**config.mk**
```make
export PLATFORM = sky130hd
export DESIGN_NAME = oversampling_oserdes_halfperiod_generator_flat
export DESIGN_NICKNAME = d
export VERILOG_FILES = /design/src/rtl/oversampling_oserdes_halfperiod_generator_if.sv /design/src/rtl/oversampling_oserdes_halfperiod_generator.sv /design/src/flat_wrapper.sv
export SDC_FILE = /design/constraint.sdc
export NUM_CORES = 1
export LEC_CHECK = 0
export BUFFER_PORTS_ARGS = -buffer_cell sky130_fd_sc_hd__clkbuf_2
export CORE_MARGIN = 10
export CORE_UTILIZATION = 28
export DETAILED_ROUTE_END_ITERATION = 16
export RECOVER_POWER = 25
export SYNTH_ARGS = -nofsm -noshare
export SYNTH_HDL_FRONTEND = slang
export SYNTH_SLANG_ARGS = --single-unit
```
**constraint.sdc**
```tcl
create_clock -name CLK_PARALLEL -period 10.4 [get_ports CLK_PARALLEL]
set_input_delay 2.08 -clock CLK_PARALLEL [delete_from_list [all_inputs] [get_ports CLK_PARALLEL]]
set_output_delay 2.08 -clock CLK_PARALLEL [all_outputs]
set_load 0.05 [all_outputs]
```
**src/rtl/oversampling_oserdes_halfperiod_generator_if.sv**
```systemverilog
// Period handshake and parallel sample outputs of the OSERDES half-period generator.
// The master drives periods and observes the word stream; the slave is the generator itself.
interface oversampling_oserdes_halfperiod_generator_if #(
  parameter int PERIOD_BITS = 16
);
  logic [PERIOD_BITS-1:0] PERIOD_IN;
  logic                   PERIOD_VALID;
  logic                   PERIOD_READY;
  logic [7:0]             DATA_OUT;
  logic                   EDGE_FLAG;
  logic [2:0]             EDGE_POS;
  logic                   UNDERRUN;

  modport master (
    output PERIOD_IN,
    output PERIOD_VALID,
    input  PERIOD_READY,
    input  DATA_OUT,
    input  EDGE_FLAG,
    input  EDGE_POS,
    input  UNDERRUN
  );

  modport slave (
    input  PERIOD_IN,
    input  PERIOD_VALID,
    output PERIOD_READY,
    output DATA_OUT,
    output EDGE_FLAG,
    output EDGE_POS,
    output UNDERRUN
  );
endinterface

```
**src/rtl/oversampling_oserdes_halfperiod_generator.sv**
```systemverilog
// Square-wave synthesizer: turns half-period values (1/8-clock sample units) into 8-sample
// parallel words for an 8:1 OSERDES, bit 0 being the earliest sample on the line.
module oversampling_oserdes_halfperiod_generator #(
  parameter int PERIOD_BITS = 16,
  parameter int MIN_HALF    = 8
) (
  input  logic CLK_PARALLEL,
  input  logic RESETN,
  input  logic CE,
  oversampling_oserdes_halfperiod_generator_if.slave bus
);

  localparam logic [PERIOD_BITS-1:0] WORD_SAMPLES = PERIOD_BITS'(8);
  localparam logic [PERIOD_BITS-1:0] MIN_HALF_P   = PERIOD_BITS'(MIN_HALF);

  typedef enum logic {
    ST_IDLE,
    ST_RUN
  } state_t;

  state_t                 state_reg;
  logic                   level_reg;
  logic [PERIOD_BITS-1:0] r_reg;
  logic [PERIOD_BITS-1:0] hold_reg;
  logic                   hold_valid_reg;
  logic [PERIOD_BITS-1:0] last_reg;
  logic [7:0]             data_reg;
  logic                   edge_flag_reg;
  logic [2:0]             edge_pos_reg;
  logic                   underrun_reg;

  logic                   transfer;
  logic [PERIOD_BITS-1:0] period_clamped;
  logic                   edge_in_word;
  logic [7:0]             edge_word;
  logic [PERIOD_BITS-1:0] next_period;
  logic                   next_is_underrun;

  assign bus.PERIOD_READY = RESETN & ~hold_valid_reg;
  assign transfer         = bus.PERIOD_VALID & bus.PERIOD_READY;
  assign period_clamped   = (bus.PERIOD_IN < MIN_HALF_P) ? MIN_HALF_P : bus.PERIOD_IN;
  assign edge_in_word     = (r_reg < WORD_SAMPLES);

  // Samples before the edge keep the current level; from index r on the line is inverted.
  generate
    for (genvar gi = 0; gi < 8; gi++) begin : g_edge_word
      assign edge_word[gi] = (3'(gi) < r_reg[2:0]) ? level_reg : ~level_reg;
    end
  endgenerate

  // Next half-period at an edge: buffered value, else same-cycle bypass, else repeat last.
  always_comb begin
    next_period      = last_reg;
    next_is_underrun = 1'b0;
    if (hold_valid_reg) begin
      next_period = hold_reg;
    end else if (transfer) begin
      next_period = period_clamped;
    end else begin
      next_is_underrun = 1'b1;
    end
  end

  always_ff @(posedge CLK_PARALLEL) begin
    if (!RESETN) begin
      state_reg      <= ST_IDLE;
      level_reg      <= 1'b0;
      r_reg          <= '0;
      hold_reg       <= '0;
      hold_valid_reg <= 1'b0;
      last_reg       <= MIN_HALF_P;
      data_reg       <= 8'h00;
      edge_flag_reg  <= 1'b0;
      edge_pos_reg   <= 3'd0;
      underrun_reg   <= 1'b0;
    end else begin
      data_reg      <= {8{level_reg}};
      edge_flag_reg <= 1'b0;
      edge_pos_reg  <= 3'd0;
      underrun_reg  <= 1'b0;

      // Transfer only happens with an empty buffer, so it never races a consume below.
      if (transfer) begin
        hold_reg       <= period_clamped;
        hold_valid_reg <= 1'b1;
      end

      if (CE) begin
        case (state_reg)
          ST_IDLE: begin
            if (hold_valid_reg) begin
              r_reg          <= hold_reg;
              last_reg       <= hold_reg;
              hold_valid_reg <= 1'b0;
              state_reg      <= ST_RUN;
            end
          end
          ST_RUN: begin
            if (!edge_in_word) begin
              r_reg <= r_reg - WORD_SAMPLES;
            end else begin
              data_reg       <= edge_word;
              level_reg      <= ~level_reg;
              edge_flag_reg  <= 1'b1;
              edge_pos_reg   <= r_reg[2:0];
              underrun_reg   <= next_is_underrun;
              r_reg          <= next_period - (WORD_SAMPLES - r_reg);
              last_reg       <= next_period;
              // Covers both consuming the buffer and a bypassed transfer that must not be stored.
              hold_valid_reg <= 1'b0;
            end
          end
          default: state_reg <= ST_IDLE;
        endcase
      end
    end
  end

  assign bus.DATA_OUT  = data_reg;
  assign bus.EDGE_FLAG = edge_flag_reg;
  assign bus.EDGE_POS  = edge_pos_reg;
  assign bus.UNDERRUN  = underrun_reg;

endmodule

```
**src/flat_wrapper.sv**
```systemverilog
// flat-port wrapper written by rule: the top's interface ports become plain ports
module oversampling_oserdes_halfperiod_generator_flat 
#(
  parameter int PERIOD_BITS = 16,
  parameter int MIN_HALF    = 8
)
  (CLK_PARALLEL, RESETN, CE, bus_PERIOD_IN, bus_PERIOD_VALID, bus_PERIOD_READY, bus_DATA_OUT, bus_EDGE_FLAG, bus_EDGE_POS, bus_UNDERRUN);
  oversampling_oserdes_halfperiod_generator_if #(.PERIOD_BITS(PERIOD_BITS)) bus_i ();
  input  logic CLK_PARALLEL;
  input  logic RESETN;
  input  logic CE;
  input wire logic [$bits(bus_i.PERIOD_IN)-1:0] bus_PERIOD_IN;
  input wire logic [$bits(bus_i.PERIOD_VALID)-1:0] bus_PERIOD_VALID;
  output wire logic [$bits(bus_i.PERIOD_READY)-1:0] bus_PERIOD_READY;
  output wire logic [$bits(bus_i.DATA_OUT)-1:0] bus_DATA_OUT;
  output wire logic [$bits(bus_i.EDGE_FLAG)-1:0] bus_EDGE_FLAG;
  output wire logic [$bits(bus_i.EDGE_POS)-1:0] bus_EDGE_POS;
  output wire logic [$bits(bus_i.UNDERRUN)-1:0] bus_UNDERRUN;
  assign bus_i.PERIOD_IN = bus_PERIOD_IN;
  assign bus_i.PERIOD_VALID = bus_PERIOD_VALID;
  assign bus_PERIOD_READY = bus_i.PERIOD_READY;
  assign bus_DATA_OUT = bus_i.DATA_OUT;
  assign bus_EDGE_FLAG = bus_i.EDGE_FLAG;
  assign bus_EDGE_POS = bus_i.EDGE_POS;
  assign bus_UNDERRUN = bus_i.UNDERRUN;
  oversampling_oserdes_halfperiod_generator #(.PERIOD_BITS(PERIOD_BITS), .MIN_HALF(MIN_HALF)) u_core (.CLK_PARALLEL(CLK_PARALLEL), .RESETN(RESETN), .CE(CE), .bus(bus_i));
endmodule
```
==> reports/results.tsv <==
metric	value	unit
CTS root buf	clkbuf_16	
total congestion overflow	0	
Cells after Synth	533	
Post-synth EDFFs	0	
headroom to the max-slew limit	-31.8	%
final setup TNS	0	ns
Netlist cell types	57	
hold_sp	u_core.hold_reg[10]	
crit path time final	6.86	ns
warnings from Yosys	0	
core box area	14400	µm²
flop and latch count out of synthesis	64	
Final setup viols	0	
first-pass GRT wire length	19300	µm
WL final	11800	µm
Gate power share	31.9	%
met1 usage	14.7	%
switching part of the total	34.7	%
max cap viols	1	
initial antenna violation count	0	
ANT nets after route	0	
die area	19800	µm²
die width	141	µm
clock slew at reported path FFs	0.06	ns
Pre-Repair DR Iteration Count	5	
Power Internal	584	µW
Worst Slack Setup Final	3.54	ns
CP Capture Type	register	
total chip power	895	µW
IO Pins	34	
Hold Path Class	reg -> reg	
drt wl/cell	16.1	µm
highest-count cells in the layout ignoring fill and taps	nand2_1, dfxtp_1, a21oi_1	
Worst Path Arrival	7.09	ns
final slew viol count	34	
layout cell share with drive strength beyond 1	8.35	%
Startpoint Class	input pin	
Post-synth ARST share	0	%
CTS tree	yes	
CP startpoint	RESETN	
HPWL after detailed placement	8700	µm
failing checks	max-capacitance violations, max-slew violations	
gr usage total	11.6	%
Setup CP Type	in -> reg	
Peak Freq	0.146	GHz
Finished Layout Cells	735	
Starting Density	28.3	%
vias in the first global route	3821	
post-place instance area	4350	µm²
hold-fix buffers at CTS	0	
vias per inst	5.50	
met2 track demand over resource	18.9	%
Cell Rows	44	
Clk Latency, worst-skew pair	0.33	ns
Antenna Cells	0	
slew of the pin with the lowest slew margin	1.97	ns
Mapped Nets	584	
ratio of final minimum period to clock period	66.0	%
maximum VDD drop	0.0000747	V
Filler Cell Count	1548	
Flop pwr share	31.1	%
die height	141	µm
Nets	597	
First DRT Iteration DRCs	384	
status	complete, but fails checks	
port buffer count	33	
count of final hold-check violations	0	
clock network power share	37.0	%
post-CTS setup buffer count	0	
Mapped Area	4080	µm²
reg2reg setup slack	5.74	ns
busiest grt layer	met2	
GPL Wtd Cong	0.892	
Synth Area per Inst	7.66	µm²
Req. time, crit path	10.63	ns
sequential fraction of the synthesis area	31.4	%
commonest non-fill, non-tap cell in the layout	nand2_1	
PD cells	192	nW/µm²
post-route DRC violation count	0	
Worst Clk Skew	0.00892	ns
clock sinks	64	
Final Cell Area	4650	µm²
routed via count	4043	
FF-to-FF Start	u_core.hold_valid_reg	
CTS Buf Count	9	
Leak	1.85	nW
Bufs on Longest Clock Path	2	
dpl cells	719	
post_cts resized	0	
met3 GRT Util	2.65	%
Sw Pwr	311	µW
H-Tree Depth	3	
Post-synth top flop	dfxtp_1	
critical path fanouts, max	32	
largest net degree at the start of global routing	34	
Area Growth Syn to Fin	13.9	%
RSZ-0062 raised after global routing	false	
DP Worst Slack	3.99	ns
per-layer routing:
| metal | wire, µm | vias to the layer above |
|---|---|---|
| li1 | - | 1937 |
| met1 | 5170 | 1896 |
| met2 | 5530 | 187 |
| met3 | 895 | 23 |
| met4 | 214 | 0 |
| met5 | 0 | - |
power groups by stage:
stage	Clock [mW]	Combinational, mW	Sequential (mW)
3_3_place_gp	0	0.274	0.283
2_1_floorplan	0	0.223	0.278
5_1_grt	0.348	0.320	0.281
3_5_place_dp	0	0.280	0.283
4_1_cts	0.335	0.283	0.278
6_report	0.331	0.285	0.279
synth_stat cells (5+ instances only):
cell | count | area share (%)
a21oi_1 | 62 | 7.6
a221oi_1 | 8 | 1.7
a2bb2oi_1 | 5 | 1.1
a31oi_1 | 7 | 1.1
clkbuf_1 | 25 | 2.3
dfxtp_1 | 64 | 31
ha_1 | 30 | 9.2
inv_1 | 42 | 3.9
mux2i_1 | 5 | 1.2
nand2_1 | 70 | 6.4
nand3_1 | 13 | 1.6
nor2_1 | 32 | 2.9
nor3_1 | 8 | 0.98
o2111ai_1 | 5 | 1.1
o211ai_1 | 6 | 1.1
o21a_1 | 5 | 0.92
o21ai_0 | 42 | 5.2
o22ai_1 | 6 | 0.92
xnor2_1 | 18 | 3.9
xor2_1 | 5 | 1.1
critical path: stages:
cell and delay, ns:
clkbuf_1 0.95, nand3b_1 0.87, nand2_1 0.37, o22ai_1 0.12
a21oi_1 0.23, ha_1 0.29, ha_1 0.23, fa_1 0.42
a21oi_1 0.28, o2111ai_1 0.27, a2111oi_0 0.49, nor3_1 0.13
xor2_1 0.16, a22o_1 0.18
cell families (layout without fill, tap and decap cells):
group,Yosys count,after routing,share of synthesized area [%]
DFF,64,64,31.4
muxes,5,5,1.23
adders and majority gates,31,31,9.69
AOI/OAI and AO/OA,177,177,27.1
buffers and inverters,76,94,7.45
xor gates and xnor gates,23,23,4.94
and+or+nand+nor,157,157,18.2
metrics by stage:
stage | util [%] | hold WS [ns]
finish | 32.2 | 0.486
global route | 32.2 | 0.513
CTS | 32.4 | 0.486
detailed placement | 30.2 | 0.478
global placement | 30.2 | 0.462
floorplan | - | 0.437
layout make-up:
class / count / area (µm²) / share of cell area, %
Clock buffer: 9 / 225 / 4.84
Clock inverter: 7 / 101 / 2.18
Inverter: 42 / 158 / 3.39
Multi-Input combinational cell: 393 / 2490 / 53.5
Sequential cell: 64 / 1280 / 27.6
Tap cell: 184 / 230 / 4.95
Timing Repair Buffer: 36 / 165 / 3.55
path summary, 6_finish.rpt:
path | to | depth (start not counted)
worst min register to register | u_core.hold_reg[10] | 2
worst min-delay path | u_core.hold_reg[10] | 2
worst max-delay path | u_core.r_reg[13] | 14
worst max register to register | u_core.r_reg[13] | 13
(Power assumes the default switching activity.)
